### config.mk
export PLATFORM = sky130hd
export DESIGN_NAME = rtype_encoder
export DESIGN_NICKNAME = d
export VERILOG_FILES = /design/src/rtl/rtype_encoder.sv
export SDC_FILE = /design/constraint.sdc
export NUM_CORES = 1
export LEC_CHECK = 0
export ABC_AREA = 0
export CAP_MARGIN = 20
export CORE_ASPECT_RATIO = 1.1
export CORE_MARGIN = 4
export CORE_UTILIZATION = 53
export DETAILED_ROUTE_END_ITERATION = 6
export PLACE_DENSITY_LB_ADDON = 0.05
export REMOVE_ABC_BUFFERS = 1
export SLEW_MARGIN = 20
export SYNTH_ARGS = -nofsm -noshare
export SYNTH_HDL_FRONTEND = slang
export SYNTH_SLANG_ARGS = --single-unit
### constraint.sdc
create_clock -name clk -period 3.7 [get_ports clk]
set_input_delay 0.74 -clock clk [delete_from_list [all_inputs] [get_ports clk]]
set_output_delay 0.74 -clock clk [all_outputs]
set_load 0.1 [all_outputs]
### src/rtl/rtype_encoder.sv
// rtype_encoder: packs R-type instruction fields into RV32I words (opcode 7'b0110011),
// rejects illegal funct7/funct3 combinations, and buffers legal words in a show-ahead
// FIFO that drains into the instruction-memory write port at an incrementing address.
//
// Ports:
//   clk, rst_n           rising-edge clock, synchronous active-low reset
//   in_valid / in_ready  field-set handshake (in_ready = FIFO not full)
//   funct7..rd, in_last  instruction fields; in_last marks the end of a program
//   mem_valid/mem_ready  write handshake toward instruction memory
//   mem_addr, mem_wdata  address/word of the FIFO head
//   err                  one-cycle pulse: illegal field set was dropped
//   done                 one-cycle pulse: last instruction of a program was written
//   count                FIFO occupancy
module rtype_encoder #(
  parameter int unsigned       DEPTH     = 4,
  parameter int unsigned       ADDR_W    = 32,
  parameter logic [ADDR_W-1:0] BASE_ADDR = '0
) (
  input  logic                       clk,
  input  logic                       rst_n,
  input  logic                       in_valid,
  output logic                       in_ready,
  input  logic [6:0]                 funct7,
  input  logic [4:0]                 rs2,
  input  logic [4:0]                 rs1,
  input  logic [2:0]                 funct3,
  input  logic [4:0]                 rd,
  input  logic                       in_last,
  output logic                       mem_valid,
  input  logic                       mem_ready,
  output logic [ADDR_W-1:0]          mem_addr,
  output logic [31:0]                mem_wdata,
  output logic                       err,
  output logic                       done,
  output logic [$clog2(DEPTH+1)-1:0] count
);

  localparam int unsigned    PtrW    = $clog2(DEPTH);
  localparam int unsigned    CntW    = $clog2(DEPTH+1);
  localparam logic [CntW-1:0] FullCnt = CntW'(DEPTH);
  localparam logic [6:0]     OpcOp   = 7'b0110011;

  // Only the 25 variable field bits are stored; the fixed opcode is appended on read.
  logic [24:0]      fields_q [DEPTH];
  logic [DEPTH-1:0] last_q;

  logic [PtrW-1:0]   wr_ptr_q, wr_ptr_d;
  logic [PtrW-1:0]   rd_ptr_q, rd_ptr_d;
  logic [CntW-1:0]   count_q, count_d;
  logic [ADDR_W-1:0] addr_q, addr_d;
  logic              err_q, err_d;
  logic              done_q, done_d;

  logic legal;
  logic accept;
  logic push;
  logic pop;
  logic head_last;

  // funct7 = 0 covers ADD/SLL/SLT/SLTU/XOR/SRL/OR/AND; 0x20 only SUB and SRA.
  always_comb begin
    legal = 1'b0;
    if (funct7 == 7'h00) begin
      legal = 1'b1;
    end else if (funct7 == 7'h20) begin
      legal = (funct3 == 3'b000) || (funct3 == 3'b101);
    end
  end

  assign in_ready  = (count_q != FullCnt);
  assign mem_valid = (count_q != '0);
  assign accept    = in_valid && in_ready;
  assign push      = accept && legal;
  assign pop       = mem_valid && mem_ready;
  assign head_last = last_q[rd_ptr_q];

  assign mem_wdata = {fields_q[rd_ptr_q], OpcOp};
  assign mem_addr  = addr_q;
  assign err       = err_q;
  assign done      = done_q;
  assign count     = count_q;

  always_comb begin
    wr_ptr_d = wr_ptr_q;
    rd_ptr_d = rd_ptr_q;
    count_d  = count_q;
    addr_d   = addr_q;
    err_d    = accept && !legal;
    done_d   = pop && head_last;

    if (push) begin
      wr_ptr_d = wr_ptr_q + PtrW'(1);
    end
    if (pop) begin
      rd_ptr_d = rd_ptr_q + PtrW'(1);
      // End of a program restarts the next one at the base address.
      addr_d   = head_last ? BASE_ADDR : addr_q + ADDR_W'(4);
    end

    case ({push, pop})
      2'b10:   count_d = count_q + CntW'(1);
      2'b01:   count_d = count_q - CntW'(1);
      default: count_d = count_q;
    endcase
  end

  always_ff @(posedge clk) begin
    if (!rst_n) begin
      wr_ptr_q <= '0;
      rd_ptr_q <= '0;
      count_q  <= '0;
      addr_q   <= BASE_ADDR;
      err_q    <= 1'b0;
      done_q   <= 1'b0;
    end else begin
      wr_ptr_q <= wr_ptr_d;
      rd_ptr_q <= rd_ptr_d;
      count_q  <= count_d;
      addr_q   <= addr_d;
      err_q    <= err_d;
      done_q   <= done_d;
    end
  end

  // Storage needs no reset: occupancy alone decides what is valid.
  always_ff @(posedge clk) begin
    if (push) begin
      fields_q[wr_ptr_q] <= {funct7, rs2, rs1, funct3, rd};
      last_q[wr_ptr_q]   <= in_last;
    end
  end

endmodule
### Word level (Yosys, flattened, before mapping)

Memory sizes are Yosys's and may differ from the RTL's. A register that Yosys moved wholly into a read port is not among the register bits.
Cells that the tools add are included.

| operators by class | value |
|---|---|
| shift-type cells | 0 |
| bitwise gates (word level) | 0 |
| $mul | 0 |
| $add $sub $neg | 5 |
| divide/modulo/power cells | 0 |
| order comparisons | 3 |
| reduce and logical (&&, ||, !) cells | 12 |
| mux-type cells | 13 |
| eq/ne operators | 5 |

Operators with widths:

| operator | number |
|---|---|
| 32-bit by 3-bit adder with 32-bit output (second input constant) | 1 |
| 32-bit 2-to-1 mux | 1 |
| 7-bit by 6-bit == test with 1-bit output (second input constant) | 1 |
| 7-bit zero test | 1 |
| 1-bit logical AND | 6 |
| 2-bit by 3-bit < comparator with 1-bit output (second input constant) | 2 |
| 1-bit 2-to-1 mux | 6 |
| 3-bit case mux with 2 select lines | 1 |
| 2-bit by 1-bit adder with 2-bit output (second input constant) | 2 |
| 4-bit bitwise mux | 1 |
| 2-bit 2-to-1 mux | 2 |
| 3-bit by 1-bit adder with 3-bit output (second input constant) | 1 |
| 3-bit == test (second input constant) | 1 |
| 3-bit zero test | 1 |
| 3-bit != test (second input constant) | 1 |
| 3-bit nonzero test | 1 |
| 3-bit by 1-bit subtractor with 3-bit output (second input constant) | 1 |
| 1-bit binary-select mux with 2-bit select | 1 |
| 1-bit demux with 2-bit select | 1 |
| 2-bit by 1-bit == test with 1-bit output (second input constant) | 1 |
| 2-bit == test (second input constant) | 1 |
| 2-bit by 1-bit greater-or-equal comparator with 1-bit output (second input constant) | 1 |
| 2-bit nonzero test | 1 |
| 1-bit zero test | 1 |
| 1-bit logical OR | 1 |

| storage, ports and cells | value |
|---|---|
| bits in registers | 45 |
| ROM bits | 0 |
| memories kept | 1 |
| output and inout port bits | 71 |
| input bits | 30 |
| RAM bits | 100 |
| latch bits | 0 |

Memories:

| name | words | bits a word | rd ports | clocked after Yosys merged registers in | write ports | line | source |
|---|---|---|---|---|---|---|---|
| fields_q | 4 | 25 | 1 | 1 | 1 | 44 | `logic [24:0] fields_q [DEPTH];` |

### Logic depth before layout (Yosys ltp)

Gate-level depths: netlist (run 1).

| logic depth | value |
|---|---|
| depth after elaboration | 7 |
| gate-level depth with buffers | 10 |
| mapped depth without buffers | 10 |

### Worst setup path after synthesis (run 1)

OpenSTA, ideal clock, no wires.

| timing | value |
|---|---|
| path kind | register -> register |
| start | register count_q[0] (netlist: count[0]) |
| end | memory fields_q[2][0], enable pin |
| arrival | 3.096 ns |
| setup time | 0.385 ns |
| cell stages (with the launch flop) | 5 |
| path buffers | 0 |
| slack | 0.219 ns |
| path through | dfxtp_1 -> or3b_2 -> nand2_1 -> nor3b_1 -> and2_1 |

| on the way | value |
|---|---|
| word-level cells in the longest chain between the ends | 5 |

RTL lines:

| what | line | source |
|---|---|---|
| start, declared | 49 | `logic [CntW-1:0] count_q, count_d;` |
| start signal, assigned | 118 | `count_q <= count_d;` |
| 3-bit != test | 70 | `assign in_ready = (count_q != FullCnt);` |
| via in_ready | 22 | `output logic in_ready,` |
| 1-bit logical AND | 72 | `assign accept = in_valid && in_ready;` |
| 1-bit logical AND | 73 | `assign push = accept && legal;` |
| 1-bit 2-to-1 mux | 127 | `if (push) begin` |
| 1-bit 2-to-1 mux (implied by the code) | 128 | `fields_q[wr_ptr_q] <= {funct7, rs2, rs1, funct3, rd};` |
| end, declared | 44 |  |

The timed path passes the listed nets, and every way through them passes these cells.

### Worst setup path in the final report (run 1)

| timing | value |
|---|---|
| start | register count_q[2] (netlist: count[2]) |
| end | output port in_ready |

| on the way | value |
|---|---|
| word-level cells in the longest chain between the ends | 1 |

RTL lines:

| what | line |
|---|---|
| 3-bit != test | 70 |
| end, declared | 22 |

No other way between the ends.

==> results.cfg, run 1 <==
[cts]
clkLatencyLatePin_ns = 0.41
cts_tree = yes
clock_sinks = 145
root_buffer = clkbuf_16
cts_setup_buffers = 0
clk_path_buf_depth = 2
cts_inserted_buffers = 17
ctsHoldBuffers = 0
path_clk_slew_ns = 0.06
ctsResizeCount = 0
cts-htree-levels = 4

[timing]
drv_slew = 0
layout_min_cycle_time_ns = 3.05
fin_worst_skew_ns = 0.0138
relSlewSlack = 0.339
finalSetupViolCount = 0
worst_pin_slew_ns = 0.989
min_period_over_period = 0.825
setup_tns_ns = 0
rsz0062_at_grt = false
hold_violations = 0
fmax_ghz = 0.328
fin_ws_ns = 0.649

[critical_path]
critPathLaunchType = flop
worst-path-buf-inv = 1
max_stage_delay_ns = 0.98
crit_type = reg -> out
slowest_stage = clkdlybuf4s50_1
cp.arrival_ns = 2.31
critPathMaxFanout = 7
cp-end-kind = output pin
path_delay_family = buffers and inverters
crit_chain = or3b_2 > clkdlybuf4s50_1
critPathRequiredTime_ns = 2.96

[drt]
vias = 3546
viasPerCell = 5.54
routed_wl_mm = 11.6
wl_per_cell_um = 18.1
firstDrtPassIters = 4
drtAntennaViolNets = 0
drc = 0
drtIter0Drc = 206

[job]
drv_cap = 0

[layout]
finish.utilization = 0.706
fin_nets = 522
final_cell_mix = edfxtp_1, clkdlybuf4s50_1, dfxtp_1
antenna_cells = 0
final_common_cell = edfxtp_1
n_fill_cell = 752
area_growth_syn_to_layout_pct = 28.0
drive_above_1_share = 0.209

[placed_design]
dp_slack_ns = 0.421
port_buffers = 91
hpwl_mm = 7.65
gp_congestion = 0.819

[die]
die_w_um = 108
die_y_um = 118
core_area_mm2 = 0.0105
start_util = 0.552
dieArea_mm2 = 0.0127
pin_count = 101
num_rows = 39

[synth]
ys_seq_area_frac = 0.678
yosysWarnings = 0
synth_seq_cells = 145
synth_edf_count = 104
synthDistinctLibCells = 39
netlist_instances = 379
synth_area_mm2 = 0.00581
synth_ff_type = edfxtp_1
async_reset_ff_frac = 0
synth_area_per_cell_um2 = 15.3

[grt]
grt.total_usage = 0.193
grt_pass1_wl_mm = 18.9
grt_max_degree = 27
grt_pass1_vias = 3683
gr-total-overflow = 0
antenna_found_initial = 0

[pwr]
leakage_nw = 2.43
finalPower_w = 0.00353
power_density_mw_per_mm2 = 474
ir_drop_mv = 0.426

[worst_hold_path]
hold_path_class = reg -> reg

[run_status]
outcome = finished clean
power breakdown:
group / switching, W / internal [W]
registers: 0.00000178 / 0.00174
logic: 0.0000932 / 0.0000390
clock network: 0.000612 / 0.00104
cells in the mapped netlist (5+ instances only):
cell type	instances	area, um2
buf_4	9	67.6
inv_1	13	48.8
nand3_1	7	35.0
o31ai_1	9	67.6
nand2_1	19	71.3
and2_1	5	31.3
or4_1	9	67.6
o21ai_0	11	55.1
xnor2_1	6	52.6
or3_1	10	62.6
ha_1	6	75.1
nor2_1	19	71.3
dfxtp_1	41	821
mux4_2	26	586
edfxtp_1	104	3120
a21oi_1	22	110
clkbuf_1	10	37.5
xor2_1	8	70.1
nand4_1	10	62.6
routing by layer:
metal,vias to the layer above,wire (um),track usage
met1,1763,4980,0.241
met5,-,0,0
met2,102,5990,0.329
met4,0,134,0.0521
li1,1672,-,-
met3,9,482,0.0543
flip-flops by register name, indices dropped and copies added (netlist names), named ones only:
name	count
rd_ptr_q	2
last_q	4
err	1
fields_q	100
count	3
wr_ptr_q	2
done	1
mem_addr	30
final cells by class:
cell class	count	area, um2	share of cell area
flip-flops and latches	145	3950	0.530
multi-input cells	205	1710	0.230
repair buffers	103	983	0.132
clock buffers	18	429	0.0577
well taps	143	179	0.0240
clock inverters	13	145	0.0195
inverters	13	48.8	0.00656
final timing paths:
kind              slack [ns]  cells past startpoint                      start                   endpoint
setup / recovery        0.65                      2      count[2]$_SDFFE_PN0P_                   in_ready
setup reg to reg        1.16                     10      count[2]$_SDFFE_PN0P_      count[2]$_SDFFE_PN0P_
hold reg to reg         0.49                      2  mem_addr[29]$_SDFFE_PN0P_  mem_addr[29]$_SDFFE_PN0P_
hold / removal          0.49                      2  mem_addr[29]$_SDFFE_PN0P_  mem_addr[29]$_SDFFE_PN0P_
worst reg2reg max path, delay by kind of cell (launching register included):
family                   cells  cell delay [ns]
flip-flops                   1             0.44
XOR/XNOR                     1             0.16
AO/OA/AOI/OAI                1             0.16
AND/OR/NAND/NOR              4             1.02
adder cells (fa/ha/maj)      2             0.55
buffers and inverters        2             0.12
metrics by stage:
stage | hold WS [ns] | area, um2 | cells
2_1_floorplan | 0.468 | 5700 | 363
3_3_place_gp | 0.473 | 6870 | 609
3_5_place_dp | 0.487 | 6870 | 609
4_1_cts | 0.495 | 7440 | 640
5_1_grt | 0.512 | 7440 | 640
6_report | 0.494 | 7440 | 640
logic make-up after synthesis:
| logic type | Yosys count | synth area share |
|---|---|---|
| xor+xnor | 14 | 0.0211 |
| buf+inv | 36 | 0.0321 |
| compound gates | 46 | 0.0458 |
| other cells | 2 | 0.00129 |
| mux | 29 | 0.106 |
| flops | 145 | 0.678 |
| fa+ha+maj | 7 | 0.0164 |
| simple gates | 100 | 0.0988 |
Note: power is estimated with default switching activity, not from simulation.
==> run 2, diff against run 1 <==
--- a/config.mk
+++ b/config.mk
@@ -9,7 +9,7 @@
 export CAP_MARGIN = 20
 export CORE_ASPECT_RATIO = 1.1
 export CORE_MARGIN = 4
-export CORE_UTILIZATION = 53
+export CORE_UTILIZATION = 47
 export DETAILED_ROUTE_END_ITERATION = 6
 export PLACE_DENSITY_LB_ADDON = 0.05
 export REMOVE_ABC_BUFFERS = 1
==> constraint.sdc (replaced) <==
create_clock -name clk -period 2.5 [get_ports clk]
set_input_delay 0.5 -clock clk [delete_from_list [all_inputs] [get_ports clk]]
set_output_delay 0.5 -clock clk [all_outputs]
set_load 0.1 [all_outputs]
==> run 2 against run 1 <==
Register-to-register slack worse by 1.0 ns; combinational power up 70%; first-iteration DRC count down 21%; sequential power up 48%; highest routed layer unchanged.
==> results.cfg, run 2 (synthesized netlist as in run 1, its figures left out) <==
[cts]
clkLatencyLatePin_ns = 0.41
clk_path_buf_depth = 2
clock_sinks = 145
cts_tree = yes
ctsHoldBuffers = 0
root_buffer = clkbuf_16
path_clk_slew_ns = 0.06
cts_inserted_buffers = 17
cts-htree-levels = 4

[grt]
grt_pass1_wl_mm = 18.8
grt_max_degree = 26
grt.total_usage = 0.170
gr-total-overflow = 0
antenna_found_initial = 0
grt_pass1_vias = 3677

[timing]
layout_min_cycle_time_ns = 2.41
rsz0062_at_grt = false
setup_tns_ns = 0
finalSetupViolCount = 0
fmax_ghz = 0.414
hold_violations = 0
min_period_over_period = 0.965
fin_worst_skew_ns = 0.0106
timing.hold.ws_ns = 0.446
drv_slew = 0

[critical_path]
crit_chain = clkdlybuf4s50_1 > xor2_2 > o21ai_1 > nor3b_2 > inv_1 > ha_1 > inv_1 > fa_1 > xor2_1 > or3_1 > a21oi_1
max_stage_delay_ns = 0.53
cp_num_cells = 11
cp-end-kind = flop
worst-path-buf-inv = 3
reg2reg_depth = 10
slowest_stage = clkdlybuf4s50_1
crit_path_end = count[2]$_SDFFE_PN0P_
critical_path.startpoint = funct3[2]
r2r_end = count[2]$_SDFFE_PN0P_
critPathRequiredTime_ns = 2.83
reg2reg_slack_ns = 0.14
critPathLaunchType = primary input
path_delay_family = buffers and inverters
r2r_start = count[1]$_SDFFE_PN0P_
crit_top_cell = inv_1
cp.arrival_ns = 2.75
crit_type = in -> reg
critPathMaxFanout = 2

[placed_design]
port_buffers = 91
dp_cells = 646
hpwl_mm = 7.89
placed_area_mm2 = 0.00731
gp_congestion = 0.821

[worst_hold_path]
hold_path_class = in -> reg

[die]
die_y_um = 125
die_w_um = 114
start_util = 0.481
pin_count = 101
core_area_mm2 = 0.0121
num_rows = 42
dieArea_mm2 = 0.0142

[layout]
largest-register = fields_q
final_cell_mix = edfxtp_1, buf_4, dfxtp_1
design_area_mm2 = 0.00792
antenna_cells = 0
fin_cells = 678
finish.utilization = 0.655
final_common_cell = edfxtp_1
area_growth_syn_to_layout_pct = 36.3
drive_above_1_share = 0.328
largest_reg_flops = 100
fin_nets = 548
n_fill_cell = 905

[drt]
drtAntennaViolNets = 0
highest_layer = met4
firstDrtPassIters = 4
wl_per_cell_um = 16.8
vias = 3619
dr_wl_met2_mm = 5.85
drtIter0Drc = 162
viasPerCell = 5.34
routed_wl_mm = 11.4
routed-wl-met3_um = 500
drc = 0
wl_met1_mm = 4.94

[pwr]
ir_drop_mv = 0.448
leakage_nw = 2.77
power_density_mw_per_mm2 = 656

[job]
drv_cap = 0

[run_status]
outcome = finished clean
==> run 2: how the worst min path moves through the flow <==
stage | startpoint | to | slack, ns | depth (start not counted)
floorplan | wr_ptr_q[1]$_SDFFE_PN0P_ | wr_ptr_q[1]$_SDFFE_PN0P_ | 0.47 | 2
global placement | mem_addr[25]$_SDFFE_PN0P_ | mem_addr[25]$_SDFFE_PN0P_ | 0.48 | 2
detailed placement | mem_addr[25]$_SDFFE_PN0P_ | mem_addr[25]$_SDFFE_PN0P_ | 0.49 | 2
CTS | mem_addr[25]$_SDFFE_PN0P_ | mem_addr[25]$_SDFFE_PN0P_ | 0.50 | 2
global route | funct3[0] | fields_q[3][5]$_DFFE_PP_ | 0.44 | 1
finish | funct3[0] | fields_q[3][5]$_DFFE_PP_ | 0.45 | 1
==> run 2: what timing repair did <==
item / CTS / global route
cloned: 0 / 0
resized for setup: 5 / 4
pin swaps: 2 / 2
setup buffers: 0 / 0
endpoints found under the setup margin: 2 / 13
==> run 2: where the power goes <==
group	internal, W	leakage [nW]	switching, W
Combinational	0.0000774	1.24	0.000146
Sequential	0.00257	1.27	0.00000139
Clock	0.00140	0.269	0.00100
==> run 2: layer usage <==
metal  up-vias  GRT usage
li1       1723          -
met4         0     0.0608
met5         -          0
met1      1793      0.216
met2        92      0.282
met3        11     0.0442
==> run 2: metrics by stage <==
stage               worst slack [ns]  power [W]
floorplan                     -0.981    0.00274
global placement              -0.475    0.00284
detailed placement            -0.607    0.00285
CTS                           0.0186    0.00527
global route                  0.0208    0.00539
finish                        0.0869    0.00520
==> run 2: layout make-up <==
| cell class | instances | area, um2 | share of cell area |
|---|---|---|---|
| clock inverters | 15 | 148 | 0.0186 |
| flip-flops and latches | 145 | 3950 | 0.498 |
| multi-input cells | 205 | 1740 | 0.219 |
| inverters | 13 | 48.8 | 0.00616 |
| well taps | 154 | 193 | 0.0243 |
| repair buffers | 129 | 1420 | 0.180 |
| clock buffers | 17 | 425 | 0.0537 |
